$ cat src/rtl/square_field_pkg.sv
// Shared screen geometry, FSM encoding and LFSR constants for the falling-square renderer.
package square_field_pkg;

    localparam int SCREEN_W = 160;
    localparam int SCREEN_H = 120;

    typedef enum logic [2:0] {
        IDLE  = 3'd0,
        ERASE = 3'd1,
        MOVE  = 3'd2,
        DRAW  = 3'd3,
        DONE  = 3'd4
    } state_t;

    localparam logic [2:0] ERASE_COLOR = 3'b000;
    localparam logic [7:0] LFSR_SEED   = 8'hA5;
    // x^8+x^6+x^5+x^4+1 with the register shifting toward bit 7
    localparam logic [7:0] LFSR_TAPS   = 8'b1011_1000;

    function automatic logic [7:0] rotl8(input logic [7:0] v, input int n);
        logic [15:0] d;
        d = {v, v} << (n % 8);
        return d[15:8];
    endfunction

endpackage

$ cat src/rtl/square_field_lfsr8.sv
// Free-running 8-bit Fibonacci LFSR supplying respawn columns.
module lfsr8
    import square_field_pkg::*;
(
    input  logic       clock,
    input  logic       reset,
    output logic [7:0] value
);

    always_ff @(posedge clock or negedge reset) begin
        if (!reset) begin
            value <= LFSR_SEED;
        end else begin
            value <= {value[6:0], ^(value & LFSR_TAPS)};
        end
    end

endmodule

$ cat src/rtl/square_field.sv
// Erases, moves and redraws NUM_SQ falling squares, emitting one registered pixel per cycle.
module square_field
    import square_field_pkg::*;
#(
    parameter int         NUM_SQ   = 4,
    parameter int         SQ_SIZE  = 4,
    parameter logic [2:0] SQ_COLOR = 3'b100
) (
    input  logic       clock,
    input  logic       reset,
    input  logic       tick,
    input  logic       draw,
    output logic [7:0] x,
    output logic [6:0] y,
    output logic [2:0] color,
    output logic       plot,
    output logic       finish_drawing,
    output logic       busy
);

    localparam int SQ_W = (NUM_SQ > 1) ? $clog2(NUM_SQ) : 1;
    localparam int D_W  = (SQ_SIZE > 1) ? $clog2(SQ_SIZE) : 1;
    localparam logic [7:0] MAX_X = 8'(SCREEN_W - 1 - SQ_SIZE);
    localparam logic [7:0] MAX_Y = 8'(SCREEN_H - 1 - SQ_SIZE);

    state_t          state, state_nxt;
    logic [SQ_W-1:0] sq, sq_nxt;
    logic [D_W-1:0]  dx, dx_nxt, dy, dy_nxt;
    logic [7:0]      sx [NUM_SQ];
    logic [7:0]      sx_nxt [NUM_SQ];
    logic [6:0]      sy [NUM_SQ];
    logic [6:0]      sy_nxt [NUM_SQ];
    logic            pending;
    logic [7:0]      rnd;
    logic            last_px;
    logic [7:0]      pix_x;
    logic [6:0]      pix_y;
    logic [2:0]      pix_color;
    logic            pix_plot;

    function automatic logic [7:0] step_y(input logic [6:0] cur, input int idx);
        return {1'b0, cur} + ((idx % 2 == 1) ? 8'd2 : 8'd1);
    endfunction

    function automatic logic [7:0] respawn_col(input logic [7:0] v);
        return (v <= MAX_X) ? v : v - 8'd128;
    endfunction

    lfsr8 u_lfsr (
        .clock (clock),
        .reset (reset),
        .value (rnd)
    );

    assign last_px = (sq == SQ_W'(NUM_SQ - 1)) && (dx == D_W'(SQ_SIZE - 1))
                     && (dy == D_W'(SQ_SIZE - 1));

    always_ff @(posedge clock or negedge reset) begin
        if (!reset) begin
            state <= IDLE;
        end else begin
            state <= state_nxt;
        end
    end

    always_comb begin
        state_nxt = state;
        case (state)
            IDLE:    if (draw) state_nxt = ERASE;
            ERASE:   if (last_px) state_nxt = MOVE;
            MOVE:    state_nxt = DRAW;
            DRAW:    if (last_px) state_nxt = DONE;
            DONE:    state_nxt = IDLE;
            default: state_nxt = IDLE;
        endcase
    end

    // Row-major walk over every square; counters return to zero outside ERASE/DRAW.
    always_comb begin
        sq_nxt = '0;
        dx_nxt = '0;
        dy_nxt = '0;
        if ((state == ERASE || state == DRAW) && !last_px) begin
            sq_nxt = sq;
            dy_nxt = dy;
            dx_nxt = dx + 1'b1;
            if (dx == D_W'(SQ_SIZE - 1)) begin
                dx_nxt = '0;
                dy_nxt = dy + 1'b1;
                if (dy == D_W'(SQ_SIZE - 1)) begin
                    dy_nxt = '0;
                    sq_nxt = sq + 1'b1;
                end
            end
        end
    end

    always_comb begin
        for (int i = 0; i < NUM_SQ; i++) begin
            sx_nxt[i] = sx[i];
            sy_nxt[i] = sy[i];
            if (state == MOVE && pending) begin
                if (step_y(sy[i], i) > MAX_Y) begin
                    sy_nxt[i] = '0;
                    sx_nxt[i] = respawn_col(rotl8(rnd, 2 * i));
                end else begin
                    sy_nxt[i] = 7'(step_y(sy[i], i));
                end
            end
        end
    end

    // Outputs are derived from next-cycle state so the registered pixel lines up with its state.
    always_comb begin
        pix_plot  = (state_nxt == ERASE) || (state_nxt == DRAW);
        pix_x     = '0;
        pix_y     = '0;
        pix_color = '0;
        if (pix_plot) begin
            pix_x     = sx_nxt[sq_nxt] + 8'(dx_nxt);
            pix_y     = sy_nxt[sq_nxt] + 7'(dy_nxt);
            pix_color = (state_nxt == DRAW) ? SQ_COLOR : ERASE_COLOR;
        end
    end

    always_ff @(posedge clock or negedge reset) begin
        if (!reset) begin
            sq             <= '0;
            dx             <= '0;
            dy             <= '0;
            pending        <= 1'b0;
            x              <= '0;
            y              <= '0;
            color          <= '0;
            plot           <= 1'b0;
            busy           <= 1'b0;
            finish_drawing <= 1'b0;
            for (int i = 0; i < NUM_SQ; i++) begin
                sx[i] <= 8'(16 + 40 * i);
                sy[i] <= 7'(28 * i);
            end
        end else begin
            sq             <= sq_nxt;
            dx             <= dx_nxt;
            dy             <= dy_nxt;
            pending        <= tick || (pending && state != MOVE);
            x              <= pix_x;
            y              <= pix_y;
            color          <= pix_color;
            plot           <= pix_plot;
            busy           <= (state_nxt != IDLE);
            finish_drawing <= (state_nxt == DONE);
            for (int i = 0; i < NUM_SQ; i++) begin
                sx[i] <= sx_nxt[i];
                sy[i] <= sy_nxt[i];
            end
        end
    end

endmodule

$ cat config.mk
export PLATFORM = sky130hd
export DESIGN_NAME = square_field
export DESIGN_NICKNAME = d
export VERILOG_FILES = /design/src/rtl/square_field_pkg.sv /design/src/rtl/square_field_lfsr8.sv /design/src/rtl/square_field.sv
export SDC_FILE = /design/constraint.sdc
export NUM_CORES = 1
export LEC_CHECK = 0
export BUFFER_PORTS_ARGS = -buffer_cell sky130_fd_sc_hd__buf_2
export CORE_MARGIN = 1
export CORE_UTILIZATION = 30
export CTS_BUF_LIST = sky130_fd_sc_hd__clkbuf_4 sky130_fd_sc_hd__clkbuf_8
export DETAILED_ROUTE_END_ITERATION = 7
export GPL_TIMING_DRIVEN = 1
export PLACE_DENSITY = 0.5
export SYNTH_ARGS = -nofsm -noshare
export SYNTH_HDL_FRONTEND = slang
export SYNTH_HIERARCHICAL = 1
export SYNTH_SLANG_ARGS = --single-unit
$ cat constraint.sdc
create_clock -name clock -period 6.1 [get_ports clock]
set_input_delay 0.915 -clock clock [delete_from_list [all_inputs] [get_ports clock]]
set_output_delay 0.915 -clock clock [all_outputs]
set_load 0.1 [all_outputs]
==> impl_metrics.ini <==
[outcome]
status = complete, no violations

[worst_hold_path]
hold_path.class = input pin to asynchronous set/reset pin

[layout]
multi_input_area_sq_mm = 0.00267
final_cell_area_sq_mm = 0.00589
layout-drive-gt1-share_pct = 21.4
finalNetCount = 560
area_growth_pct = 11.0
seq_area_sq_mm = 0.00245
antennaDiodeCount = 0
nFillCells = 1786

[timing]
period_needed_ps = 4120
hold_violations = 0
clock.fmax_ghz = 0.243
drv_slew = 0
rsz0062_at_grt = false
clock_skew_ps = 17.2
slew_headroom_pct = 44.4
final.setup.tns_ps = 0
period_share_pct = 67.6
setup_violations = 0
worstMarginPinSlew_ps = 833

[power]
p_per_area_mw_per_mm2 = 355
ir_drop_uv = 140
power.leakage_nw = 2.49

[synth]
synthMuxAreaShare_pct = 8.94
synth_seq_cells = 97
syn_inst = 521
async_flop_share_pct = 100
netlist.area_leader.share_pct = 35.9
synth_top_family_by_area = compound AO/OA/AOI/OAI gates
synth_fa_ha_area_share_pct = 3.82
ys_seq_area_share_pct = 46.3
yosys.area_share.simple_pct = 17.5
avgSynthCellArea_sq_um = 10.2
synth_xor_area_share_pct = 2.15
synthesis.area_sq_mm = 0.00530
synthTopCellsByCount = dfrtp_1, nand2_1, nor2_1, o21ai_0, a21oi_1
synth-main-ff-cell = dfrtp_1
synthTopCellsByArea = dfrtp_1, dfstp_2, mux2_2
synth_cell_types = 79
yosysMostFrequentCell = dfrtp_1
synth_warnings = 6
synth_compound_area_share_pct = 17.8
synth_edf_count = 0
synth_top_area_cell = dfrtp_1

[clock_network]
htree_levels = 3
cts-resized-gates = 0
root_buffer = clkbuf_8
cts_buffers = 9
clk_pin_slew_ps = 100
cts.sinks = 97
clk_latency_ps = 400
post-cts-setup-buffers = 0
ctsHoldBuffers = 0
cts_tree = done
clk_path_buf_depth = 2

[route]
drc = 0
first_pass_iters = 5
routed_wl_um = 14000
viasPerCell = 5.24
wl_per_cell_um = 18.1
drtAntennaViolNets = 0
via_count = 4038
first_iter_violations = 251

[die]
io_pins = 25
initial_utilization_pct = 30.7
die_area_sq_mm = 0.0182
core_sq_mm = 0.0173
num_rows = 48
die_w_um = 135
die_y_um = 135

[critical_path]
critical_path.max_stage_delay_ps = 630
start_kind = flip-flop
critPathKind = flip-flop to flip-flop
cp_slowest_cell = clkinv_1
crit_arrival_ps = 4380
endpoint_kind = flip-flop
cp_data_required_time_ps = 6360
path_cells = ha_1, and4b_1, o21ai_2, clkinv_1, buf_4, mux2i_1, mux2i_1, ha_1, inv_1, fa_1, nor3_1, xnor2_1, nor2_1
cp_top_family = buffers and inverters
cp_max_fo = 14
crit_buf_inv = 3

[global_route]
grt_max_degree = 67
grt_pass1_vias = 4052
grt_pass1_wl_um = 22600
grt_use_total_pct = 16.5
overflow = 0
antenna_found_initial = 0

[place]
numPortBuffers = 22
dp_hpwl_um = 9860
place.gp.congestion = 0.815
postPlaceCellArea_sq_mm = 0.00565

[flow_run]
drv_cap = 0
report_power, final:
| group | leakage [nW] | switching, mW | internal (mW) |
|---|---|---|---|
| clock | 0.115 | 0.256 | 0.248 |
| combinational | 1.15 | 0.645 | 0.208 |
| sequential | 1.23 | 0.0259 | 0.706 |
| total | 2.49 | 0.927 | 1.16 |
stage by stage:
| stage | hold WS [ps] | utilization (%) | power [mW] | instances | worst slack, ps |
|---|---|---|---|---|---|
| after floorplan | 425 | - | 1.38 | 522 | 2690 |
| after global routing | 477 | 34.0 | 2.20 | 771 | 1650 |
| after detailed placement | 466 | 32.7 | 1.61 | 755 | 1910 |
| after global placement | 452 | 32.7 | 1.61 | 755 | 1990 |
| final | 457 | 34.0 | 2.09 | 771 | 1980 |
| after CTS | 460 | 34.0 | 2.12 | 771 | 1930 |
layer usage:
| layer | track usage (%) | wire length [um] | up-vias |
|---|---|---|---|
| met5 | 0 | 0 | - |
| met4 | 6.80 | 278 | 0 |
| met3 | 2.40 | 467 | 19 |
| met2 | 27.3 | 6840 | 70 |
| met1 | 21.5 | 6390 | 2013 |
| li1 | - | - | 1936 |
placed cells by master (no fill, tap or decap), types with 3 or more instances in the layout:
cell type	n
a211oi_1	5
a21boi_0	3
a21o_1	6
a21oi_1	27
a31oi_1	7
and2_1	6
and3_1	7
and4b_1	4
buf_2	21
buf_4	7
clkbuf_8	10
dfrtp_1	76
dfstp_2	21
ha_1	13
inv_1	21
mux2_2	24
mux2i_1	11
mux4_2	3
nand2_1	45
nand2b_1	6
nand3_1	19
nand4_1	6
nor2_1	42
nor2b_1	4
nor3_1	12
nor4_1	3
o211ai_1	11
o21a_1	4
o21ai_0	31
o21ai_2	4
o22ai_1	4
o31ai_1	8
or2_2	4
or3_1	5
xnor2_1	9
xor2_1	4
sequential cells by signal (all words and copies together) (netlist names), 3 cells and up:
name          count
state             3
sx               32
sy               28
u_lfsr/value      8
x                 8
y                 7
layout make-up:
type,instances,share of cell area [%]
Multi-Input combinational cell,382,45.4
Clock buffer,10,2.34
Sequential cell,97,41.7
Inverter,23,1.47
Clock inverter,6,1.64
Tap cell,225,4.78
Timing Repair Buffer,28,2.68
logic make-up after synthesis:
logic type      after synthesis
compound gates              135
simple gates                177
mux                          40
other cells                   1
xor+xnor                     13
fa+ha+maj                    15
buf+inv                      43
flops                        97
path summary, 6_finish.rpt:
check | start | to | slack (ps) | cells past startpoint
worst max-delay path | dx[0] | x[4] | 1980 | 13
worst min-delay path | reset | sy[25] | 460 | 1
worst max register to register | dx[0] | x[4] | 1980 | 13
worst min register to register | dx[0] | dx[0] | 480 | 1
max in group asynchronous | reset | sx[18] | 4450 | 2
min in group clock | dx[0] | dx[0] | 480 | 1
(Power assumes the default switching activity.)
